`src/rtl/alu.sv`:
```
// EX-stage ALU: combinational arithmetic/logic ops plus a 32-cycle
// shift-add unsigned multiplier that writes the HI/LO register pair.
module alu #(
  parameter logic [5:0] F_add   = 6'd32,
  parameter logic [5:0] F_sub   = 6'd34,
  parameter logic [5:0] F_and   = 6'd36,
  parameter logic [5:0] F_or    = 6'd37,
  parameter logic [5:0] F_slt   = 6'd42,
  parameter logic [5:0] F_multu = 6'd25,
  parameter logic [5:0] F_mfhi  = 6'd16,
  parameter logic [5:0] F_mflo  = 6'd18
) (
  input  logic        clk,
  input  logic        rst,
  input  logic        issue,
  input  logic [5:0]  ALUOperation,
  input  logic [31:0] src1,
  input  logic [31:0] src2,
  output logic [31:0] result,
  output logic        zero,
  output logic        busy,
  output logic        done
);

  typedef enum logic {IDLE, MUL} state_t;

  state_t      state, state_next;
  logic [5:0]  count;
  logic [31:0] mcand, mplier, hi, lo;
  logic [63:0] acc, acc_next;
  logic        start, last;

  always_comb begin
    result = '0;
    case (ALUOperation)
      F_add:   result = src1 + src2;
      F_sub:   result = src1 - src2;
      F_and:   result = src1 & src2;
      F_or:    result = src1 | src2;
      F_slt:   result = ($signed(src1) < $signed(src2)) ? 32'd1 : 32'd0;
      F_mfhi:  result = hi;
      F_mflo:  result = lo;
      default: result = '0;
    endcase
  end

  assign zero = (result == '0);
  assign busy = (state == MUL);

  always_comb begin
    start      = (state == IDLE) && issue && (ALUOperation == F_multu);
    last       = (state == MUL) && (count == 6'd31);
    // Partial product for the current multiplier bit, folded into the running sum.
    acc_next   = acc + (mplier[count[4:0]] ? ({32'd0, mcand} << count) : 64'd0);
    state_next = state;
    case (state)
      IDLE:    if (start) state_next = MUL;
      MUL:     if (last)  state_next = IDLE;
      default: state_next = IDLE;
    endcase
  end

  always_ff @(posedge clk) begin
    if (rst) state <= IDLE;
    else     state <= state_next;
  end

  always_ff @(posedge clk) begin
    if (rst) begin
      count  <= '0;
      acc    <= '0;
      mcand  <= '0;
      mplier <= '0;
      hi     <= '0;
      lo     <= '0;
      done   <= 1'b0;
    end else begin
      done <= last;
      if (start) begin
        mcand  <= src1;
        mplier <= src2;
        acc    <= '0;
        count  <= '0;
      end else if (state == MUL) begin
        acc   <= acc_next;
        count <= count + 6'd1;
        if (last) {hi, lo} <= acc_next;
      end
    end
  end

endmodule

```
`config.mk`:
```
export PLATFORM = sky130hd
export DESIGN_NAME = alu
export DESIGN_NICKNAME = d
export VERILOG_FILES = /design/src/rtl/alu.sv
export SDC_FILE = /design/constraint.sdc
export NUM_CORES = 1
export LEC_CHECK = 0
export ABC_AREA = 0
export CAP_MARGIN = 25
export CORE_ASPECT_RATIO = 0.75
export CORE_UTILIZATION = 35
export CTS_BUF_LIST = sky130_fd_sc_hd__clkbuf_8
export CTS_CLUSTER_SIZE = 28
export DETAILED_ROUTE_END_ITERATION = 8
export PLACE_DENSITY = 0.56
export SYNTH_ARGS = -nofsm -noshare
export SYNTH_HDL_FRONTEND = slang
export SYNTH_SLANG_ARGS = --single-unit
export TNS_END_PERCENT = 1
```
`constraint.sdc`:
```
create_clock -name clk -period 8.65 [get_ports clk]
set_clock_uncertainty 0.1 [all_clocks]
set_input_delay 1.73 -clock clk [delete_from_list [all_inputs] [get_ports clk]]
set_output_delay 1.73 -clock clk [all_outputs]
set_load 0.01 [all_outputs]
```
==> impl_metrics.env, run 1 <==
export IMPL_grt_use_total=0.271
export IMPL_syn_area_mm2=0.0188
export IMPL_clk_pin_slew_ns=0.11
export IMPL_gp_congestion=0.945
export IMPL_cts_inserted_buffers=17
export IMPL_pwr_share_comb=0.237
export IMPL_vias=19300
export IMPL_multiInputGateArea_mm2=0.0138
export IMPL_cpMostUsedCell="o21ai_0"
export IMPL_ctsLongestPathBuffers=2
export IMPL_powerDensity_mw_per_mm2=97.0
export IMPL_maxSlewViolCount=0
export IMPL_synth_edff_count=0
export IMPL_hold_violations=0
export IMPL_power_leakage_nw=8.34
export IMPL_diodes=0
export IMPL_ys_seq_area_frac=0.213
export IMPL_placed_area_mm2=0.0209
export IMPL_die_y_um=203
export IMPL_post_cts_setup_buffer_count=0
export IMPL_clock_latency_ns=0.52
export IMPL_cp_top_family="compound AO/OA/AOI/OAI gates"
export IMPL_dieArea_mm2=0.0548
export IMPL_cts_hold_fix_buffers=0
export IMPL_synth_warnings=0
export IMPL_max_freq_mhz=122
export IMPL_synthSimpleGateAreaFrac=0.201
export IMPL_ys_ff_latch=200
export IMPL_vias_per_cell=5.84
export IMPL_cp_slowest_cell="or4b_2"
export IMPL_core_area_mm2=0.0531
export IMPL_critPathBufInv=4
export IMPL_drtPass1Iterations=7
export IMPL_critPathRequiredTime_ns=6.82
export IMPL_final_common_cell="nand2_1"
export IMPL_synth_area_leader_cell="dfxtp_1"
export IMPL_power_w=0.00208
export IMPL_grt_pass1_vias=18100
export IMPL_cp_end_kind="primary output"
export IMPL_yosys_top_cells_area="dfxtp_1, ha_1, nand2_1"
export IMPL_rsz0062_at_grt="no"
export IMPL_clockRootBuffer="clkbuf_8"
export IMPL_drt_wl_total_um=75900
export IMPL_fin_util=0.405
export IMPL_finalNonFillerCells=3302
export IMPL_synth_ff_type="dfxtp_1"
export IMPL_switching_power_w=0.000691
export IMPL_remaining_drc_errors=0
export IMPL_min_period_ns=8.17
export IMPL_fillers=5508
export IMPL_avgRoutedWirePerCell_um=23.0
export IMPL_synth_fa_ha_area_frac=0.120
export IMPL_critPathMaxStageDelay_ns=0.65
export IMPL_synth_compound_area_frac=0.249
export IMPL_finalNetCount=2831
export IMPL_first_iter_violations=2009
export IMPL_dpl_cell_count=3271
export IMPL_rows=73
export IMPL_initial_core_util=0.355
export IMPL_hold_class="flop to flop"
export IMPL_cts_tree="yes"
export IMPL_drv_cap=0
export IMPL_synth_xor_area_share=0.0400
export IMPL_path_max_fanout=5
export IMPL_finalInstanceArea_mm2=0.0215
export IMPL_register_area_mm2=0.00401
export IMPL_worst_setup_path_start_kind="primary input"
export IMPL_fp_dieW_um=270
export IMPL_overflow=0
export IMPL_grt_max_degree=78
export IMPL_clock_sinks=200
export IMPL_pwr_share_clk=0.320
export IMPL_arrival_ns=6.34
export IMPL_final_cell_mix="nand2_1, a21oi_1, nor2_1"
export IMPL_io_pin_count=108
export IMPL_avgSynthCellArea_um2=7.54
export IMPL_synth_top_area_share=0.213
export IMPL_antenna_left=0
export IMPL_grt_first_pass_wirelength_um=114000
export IMPL_path_cells="clkdlybuf4s50_1 > inv_1 > ha_1 > buf_4 > o21ai_0 > o21bai_1 > a21oi_1 > a211oi_2 > a211o_1 > a21o_1 > a2111oi_0 > or4b_2 > mux2i_1 > o21ai_0 > or4_1 > nor4_2 > dlymetal6s2s_1"
export IMPL_synth_fp_nets=2752
export IMPL_crit_type="primary input to primary output"
export IMPL_syn_inst=2500
export IMPL_max_vdd_ir_drop_mv=0.126
export IMPL_synthMuxAreaShare=0.114
export IMPL_slew_headroom=0.312
export IMPL_hpwl_um=60800
export IMPL_antenna_found_initial=0
export IMPL_status="complete, no violations"
export IMPL_htreeDepth=4
export IMPL_swShare=0.332
export IMPL_tightest_slew_ns=1.03
export IMPL_async_reset_ff_frac=0
export IMPL_area_growth_pct=14.0
export IMPL_io_buffer_count=107
export IMPL_setup_viol=0
export IMPL_drive_above_1_share=0.104
export IMPL_synth_top_family_by_area="compound AO/OA/AOI/OAI gates"
export IMPL_synth_cell_types=98
export IMPL_intPower_w=0.00139
export IMPL_post_route_period_util=0.945
export IMPL_seqPwrFrac=0.443
-- flip-flops by register name (all words and copies together) (netlist names) --
name / cells
acc: 64
busy: 1
count: 6
done: 1
hi: 32
lo: 32
mcand: 32
mplier: 32
-- metrics by stage --
| step | setup TNS [ns] | hold slack [ns] | worst slack [ns] |
|---|---|---|---|
| after detailed placement | -0.00510 | 0.347 | -0.00510 |
| after floorplan | 0 | 0.332 | 1.56 |
| final | 0 | 0.361 | 0.476 |
| after CTS | 0 | 0.362 | 0.0186 |
| after global placement | 0 | 0.341 | 0.0630 |
| after global routing | 0 | 0.378 | 0.331 |
-- cells in the mapped netlist (all sizes together), types with 39 or more instances --
cell type	n
a21o	47
a21oi	281
clkbuf	136
dfxtp	200
ha	176
inv	120
mux2i	109
nand2	382
nand3	39
nor2	223
o21ai	127
xnor2	59
-- area by class of cell --
| type | instances | area share |
|---|---|---|
| Timing Repair Buffer | 222 | 0.0904 |
| Multi-Input combinational cell | 2017 | 0.641 |
| Tap cell | 712 | 0.0415 |
| Sequential cell | 200 | 0.187 |
| Clock inverter | 13 | 0.00821 |
| Clock buffer | 17 | 0.0109 |
| Inverter | 121 | 0.0211 |
-- routing by layer --
layer  vias up  wire length [µm]  track usage
met5         -                 0            0
met3        66              4930       0.0354
li1       9103                 -            -
met4         0              1520       0.0611
met1      9445             37400        0.405
met2       671             32100        0.407
-- tightest hold or removal path: cells and delay by family, from the launching register on --
kind               cells  cell delay [ns]
AOI/OAI and AO/OA      1             0.05
DFF                    1             0.33
and+or+nand+nor        1             0.05
-- repair_timing --
item,4_1_cts,5_1_grt
setup endpoints to repair,1,1
gates resized for setup,1,20
hold endpoints to repair,0,0
-- power by group through the flow --
| stage | clock (W) | sequential (W) | combinational [W] |
|---|---|---|---|
| final | 0.000666 | 0.000924 | 0.000494 |
| after global routing | 0.000706 | 0.000924 | 0.000532 |
| after CTS | 0.000675 | 0.000924 | 0.000479 |
| after detailed placement | 0 | 0.000945 | 0.000475 |
| after global placement | 0 | 0.000945 | 0.000476 |
| after floorplan | 0 | 0.000944 | 0.000270 |
-- logic make-up (layout without fill, tap and decap cells) --
| group | Yosys count | count (layout) |
|---|---|---|
| muxes | 171 | 171 |
| adders and majority gates | 179 | 179 |
| and+or+nand+nor | 843 | 843 |
| AOI/OAI and AO/OA | 738 | 738 |
| xor gates and xnor gates | 86 | 86 |
| buffers and inverters | 283 | 373 |
| DFF | 200 | 200 |
-- worst paths after layout --
path                            cells past startpoint        from  slack (ns)    endpoint
worst min register to register                      2  mplier[14]        0.36  mplier[14]
worst min-delay path                                2  mplier[14]        0.36  mplier[14]
worst max register to register                     20    count[1]        1.76     acc[62]
worst max-delay path                               17     src1[2]        0.48        zero
No activity file was read; power rests on OpenSTA's default activity.
==> run 2: changes to the inputs <==
--- a/config.mk
+++ b/config.mk
@@ -7,7 +7,8 @@
 export LEC_CHECK = 0
 export ABC_AREA = 0
 export CAP_MARGIN = 25
-export CORE_ASPECT_RATIO = 0.75
+export CORE_ASPECT_RATIO = 0.9
+export CORE_MARGIN = 5
 export CORE_UTILIZATION = 35
 export CTS_BUF_LIST = sky130_fd_sc_hd__clkbuf_8
 export CTS_CLUSTER_SIZE = 28
==> run 2 against run 1 <==
First-iteration DRC count fell by 10%. Sequential share of layout area fell by 0.052 points. Global-route usage fell by 2.4 points. Combinational power rose by 4.5%. Maximum frequency rose by 1.2%.
==> impl_metrics.env, run 2 (same netlist as run 1, synthesis figures left out) <==
export IMPL_die_y_um=230
export IMPL_area_growth_pct=14.4
export IMPL_setup_viol=0
export IMPL_cts_hold_fix_buffers=0
export IMPL_remaining_drc_errors=0
export IMPL_status="complete, no violations"
export IMPL_seqPwrFrac=0.442
export IMPL_grt_first_pass_wirelength_um=112000
export IMPL_final_cell_mix="nand2_1, a21oi_1, nor2_1"
export IMPL_reg2reg_depth=18
export IMPL_crit_type="primary input to primary output"
export IMPL_max_vdd_ir_drop_mv=0.0852
export IMPL_dieArea_mm2=0.0586
export IMPL_cts_inserted_buffers=17
export IMPL_drt_wl_total_um=75600
export IMPL_cpMostUsedCell="or4_1"
export IMPL_power_leakage_nw=8.41
export IMPL_worst_setup_path_start_kind="primary input"
export IMPL_rr_endpoint="hi[1]"
export IMPL_maxSlewViolCount=0
export IMPL_overflow=0
export IMPL_diodes=0
export IMPL_finalNetCount=2848
export IMPL_core_area_mm2=0.0532
export IMPL_hpwl_um=60800
export IMPL_arrival_ns=6.24
export IMPL_clockRootBuffer="clkbuf_8"
export IMPL_cp_slowest_cell="clkdlybuf4s50_1"
export IMPL_rsz0062_at_grt="no"
export IMPL_antenna_found_initial=0
export IMPL_pwr_share_comb=0.247
export IMPL_grt_max_degree=90
export IMPL_cp_end_kind="primary output"
export IMPL_gp_congestion=0.935
export IMPL_hold_violations=0
export IMPL_dpl_cell_count=3274
export IMPL_path_cells="clkdlybuf4s50_1 > inv_1 > ha_1 > o21ba_2 > or4_4 > a2111oi_4 > buf_4 > nor4_1 > o21ai_0 > a32oi_1 > or3_1 > or4_1 > nor4_4 > nand4bb_1 > or4_1 > nor4_2 > dlymetal6s2s_1"
export IMPL_fp_dieW_um=255
export IMPL_slew_headroom=0.291
export IMPL_hold_slack_ns=0.362
export IMPL_power_w=0.00209
export IMPL_min_period_ns=8.07
export IMPL_pwr_share_clk=0.311
export IMPL_reg2reg_from="count[0]"
export IMPL_intPower_w=0.00138
export IMPL_vias_per_cell=5.81
export IMPL_crit_end="zero"
export IMPL_rows=80
export IMPL_critPathRequiredTime_ns=6.82
export IMPL_swShare=0.338
export IMPL_clock_latency_ns=0.52
export IMPL_initial_core_util=0.354
export IMPL_drtPass1Iterations=6
export IMPL_post_cts_setup_buffer_count=0
export IMPL_critPathMaxStageDelay_ns=0.50
export IMPL_final_common_cell="nand2_1"
export IMPL_grt_use_total=0.247
export IMPL_largest_reg_flops=64
export IMPL_finalNonFillerCells=3306
export IMPL_drive_above_1_share=0.109
export IMPL_max_freq_mhz=124
export IMPL_io_pin_count=108
export IMPL_switching_power_w=0.000705
export IMPL_hold_class="flop to flop"
export IMPL_antenna_left=0
export IMPL_clock_sinks=200
export IMPL_avgRoutedWirePerCell_um=22.9
export IMPL_r2r_setup_slack_ns=1.41
export IMPL_path_max_fanout=2
export IMPL_drv_cap=0
export IMPL_post_route_period_util=0.933
export IMPL_clk_pin_slew_ns=0.11
export IMPL_htreeDepth=4
export IMPL_tightest_slew_ns=1.06
export IMPL_vias=19200
export IMPL_cts_tree="yes"
export IMPL_cp_startpoint="src1[1]"
export IMPL_ctsLongestPathBuffers=2
export IMPL_powerDensity_mw_per_mm2=97.0
export IMPL_grt_pass1_vias=18000
export IMPL_io_buffer_count=107
export IMPL_regMostFlops="acc"
export IMPL_first_iter_violations=1803
export IMPL_tns_ns=0
## run 2: cell count changes in the layout (fill, tap and decap cells not counted), moves of 2 or more
cell      change
buf_4        +18
clkinv_8      +4
inv_8         -3
o41ai_1       +2
o41ai_2       -2
## run 2: metal layers
layer	GRT usage	vias to the layer above	wire length, µm
met5	0	-	0
met4	0.0666	0	1950
met3	0.0302	83	4520
met2	0.368	694	31800
met1	0.375	9282	37300
li1	-	9140	-
## run 2: area by class of cell
cell class | instances | area (µm²)
clock inverters | 15 | 201
multi-input cells | 2017 | 13700
repair buffers | 239 | 2060
well taps | 697 | 872
inverters | 121 | 454
fillers | 5522 | 31600
flip-flops and latches | 200 | 4010
clock buffers | 17 | 234
## run 2: timing repair
| action | 4_1_cts | 5_1_grt |
|---|---|---|
| hold endpoints to repair | 0 | 0 |
| resized for setup | 0 | 11 |
| setup endpoints to repair | 0 | 1 |
## run 2: power groups by stage
stage,Sequential [W],Combinational [W],Clock (W)
floorplan,0.000944,0.000270,0
global placement,0.000945,0.000505,0
detailed placement,0.000945,0.000499,0
CTS,0.000924,0.000503,0.000666
global route,0.000924,0.000553,0.000698
finish,0.000924,0.000516,0.000649
## run 2: how the worst min path moves through the flow
stage | from | endpoint | slack (ns) | cells after the start
3_3_place_gp | mplier[10] | mplier[10] | 0.34 | 2
3_5_place_dp | mplier[14] | mplier[14] | 0.35 | 2
2_1_floorplan | hi[10] | hi[10] | 0.33 | 2
5_1_grt | mplier[28] | mplier[28] | 0.38 | 2
6_report | mplier[10] | mplier[10] | 0.36 | 2
4_1_cts | mplier[11] | mplier[11] | 0.36 | 2
## run 2: through the flow
stage | cell area, µm² | setup slack (ns) | utilization
2_1_floorplan | 18800 | 1.56 | -
3_3_place_gp | 21100 | 0.0739 | 0.396
3_5_place_dp | 21100 | 0.0696 | 0.396
4_1_cts | 21500 | 0.0467 | 0.404
5_1_grt | 21500 | 0.354 | 0.405
6_report | 21500 | 0.575 | 0.405
## run 2: worst max-delay path, delay by kind of cell
family	cells	cell delay (ns)
buffers and inverters	4	0.95
and+or+nand+nor	8	2.25
AOI/OAI and AO/OA	4	1.00
adders and majority gates	1	0.31
==> run 3: changes to the inputs <==
--- a/config.mk
+++ b/config.mk
@@ -8,12 +8,11 @@
 export ABC_AREA = 0
 export CAP_MARGIN = 25
 export CORE_ASPECT_RATIO = 0.9
-export CORE_MARGIN = 5
 export CORE_UTILIZATION = 35
 export CTS_BUF_LIST = sky130_fd_sc_hd__clkbuf_8
+export CTS_CLUSTER_DIAMETER = 200
 export CTS_CLUSTER_SIZE = 28
 export DETAILED_ROUTE_END_ITERATION = 8
-export PLACE_DENSITY = 0.56
 export SYNTH_ARGS = -nofsm -noshare
 export SYNTH_HDL_FRONTEND = slang
 export SYNTH_SLANG_ARGS = --single-unit
==> run 3 against run 2 <==
Critical endpoint unchanged. Final cell count shrank 0.54%. Sequential power is essentially flat. Sequential cell count is the same. Clock power shrank 1%. First-iteration DRC count grew 17%. Clock-buffer cell count grew 1.
==> impl_metrics.env, run 3 (same netlist as run 1, synthesis figures left out) <==
export IMPL_status="complete, no violations"
export IMPL_placed_area_mm2=0.0209
export IMPL_drv_cap=0
export IMPL_core_area_mm2=0.0531
export IMPL_fp_dieW_um=247
export IMPL_min_period_ns=8.27
export IMPL_ctsLongestPathBuffers=2
export IMPL_cts_tree="yes"
export IMPL_regMostFlops="acc"
export IMPL_rsz0062_at_grt="no"
export IMPL_cts_inserted_buffers=17
export IMPL_gp_congestion=0.944
export IMPL_vias=19300
export IMPL_power_leakage_nw=8.32
export IMPL_final_common_cell="nand2_1"
export IMPL_arrival_ns=6.44
export IMPL_top_layer="met4"
export IMPL_first_iter_violations=2110
export IMPL_dieArea_mm2=0.0548
export IMPL_clockRootBuffer="clkbuf_8"
export IMPL_dpl_cell_count=3255
export IMPL_powerDensity_mw_per_mm2=96.6
export IMPL_grt_first_pass_wirelength_um=110000
export IMPL_drive_above_1_share=0.101
export IMPL_clk_pin_slew_ns=0.11
export IMPL_htreeDepth=4
export IMPL_pre_cts_ws_ns=0.0548
export IMPL_overflow=0
export IMPL_grt_max_degree=91
export IMPL_post_cts_setup_buffer_count=0
export IMPL_finalNetCount=2830
export IMPL_antenna_left=0
export IMPL_worst_setup_path_start_kind="primary input"
export IMPL_drt_wl_total_um=73500
export IMPL_avgRoutedWirePerCell_um=22.3
export IMPL_tightest_slew_ns=0.945
export IMPL_path_max_fanout=3
export IMPL_cts_hold_fix_buffers=0
export IMPL_area_growth_pct=13.4
export IMPL_dr_wl_met2_um=31000
export IMPL_cp_end_kind="primary output"
export IMPL_drtPass1Iterations=6
export IMPL_grt_pass1_vias=18000
export IMPL_fin_ws_ns=0.376
export IMPL_io_pin_count=108
export IMPL_remaining_drc_errors=0
export IMPL_hpwl_um=58800
export IMPL_post_route_period_util=0.957
export IMPL_setup_viol=0
export IMPL_initial_core_util=0.355
export IMPL_max_vdd_ir_drop_mv=0.0646
export IMPL_antenna_found_initial=0
export IMPL_max_freq_mhz=121
export IMPL_hold_class="flop to flop"
export IMPL_hold_violations=0
export IMPL_final_cell_mix="nand2_1, a21oi_1, nor2_1"
export IMPL_grt_use_total=0.261
export IMPL_maxSlewViolCount=0
export IMPL_largest_reg_flops=64
export IMPL_critPathRequiredTime_ns=6.82
export IMPL_vias_per_cell=5.88
export IMPL_slew_headroom=0.364
export IMPL_finalNonFillerCells=3288
export IMPL_clock_latency_ns=0.50
export IMPL_rows=80
export IMPL_crit_type="primary input to primary output"
export IMPL_clock_sinks=200
export IMPL_io_buffer_count=107
export IMPL_power_w=0.00206
export IMPL_tns_ns=0
export IMPL_dr_wl_met3_um=6150
export IMPL_die_y_um=222
export IMPL_wl_met1_um=34800
export IMPL_diodes=0
export IMPL_finalInstanceArea_mm2=0.0214
[run 3: cell count changes in the layout (fill, tap and decap cells not counted), moves of 2 or more]
cell / previous run / this run
inv_8: 0 / 4
ha_2: 3 / 0
ha_1: 173 / 176
buf_4: 133 / 114
inv_6: 5 / 3
clkinv_8: 6 / 4
[run 3: worst paths after layout]
kind	start	end	slack, ns	depth (start not counted)
min reg2reg	mplier[10]	mplier[10]	0.36	2
min	mplier[10]	mplier[10]	0.36	2
max	src1[0]	zero	0.38	18
max reg2reg	count[0]	hi[11]	1.49	18
[run 3: worst max-delay path: stages]
cell             delay [ns]
clkdlybuf4s50_1        0.53
inv_1                  0.07
ha_1                   0.22
buf_4                  0.14
o21ba_2                0.20
or4_4                  0.44
a2111oi_4              0.51
nor3_2                 0.11
a221oi_2               0.30
o21ai_2                0.08
or3_1                  0.42
or4_1                  0.46
nor4_2                 0.17
buf_4                  0.17
nand4bb_1              0.09
or4_1                  0.45
nor4_2                 0.14
dlymetal6s2s_1         0.20
[run 3: repair_timing]
item,in CTS,in global routing
gates resized for setup,1,2
endpoints found under the setup margin,1,1
pin swaps,0,1
[run 3: final cells by class]
type / instances / area (µm²)
repair buffers: 221 / 1930
multi-input cells: 2017 / 13700
clock inverters: 14 / 166
inverters: 121 / 454
well taps: 697 / 872
clock buffers: 18 / 248
flip-flops and latches: 200 / 4010
fillers: 5555 / 31700
[run 3: metal layers]
metal | track usage | vias to the layer above
li1 | - | 9099
met5 | 0 | -
met3 | 0.0435 | 90
met1 | 0.387 | 9296
met2 | 0.389 | 832
met4 | 0.0653 | 0
[run 3: stage by stage]
stage                     hold slack, ns   util
after floorplan                    0.332      -
after global placement             0.339  0.394
after global routing               0.381  0.403
after CTS                          0.360  0.402
final                              0.359  0.403
after detailed placement           0.344  0.394
[run 3: power by group]
part | leakage, nW | switching [W] | internal, W
Combinational | 6.50 | 0.000294 | 0.000205
Sequential | 1.61 | 0.00000221 | 0.000922
Clock | 0.207 | 0.000411 | 0.000231
Total | 8.32 | 0.000707 | 0.00136
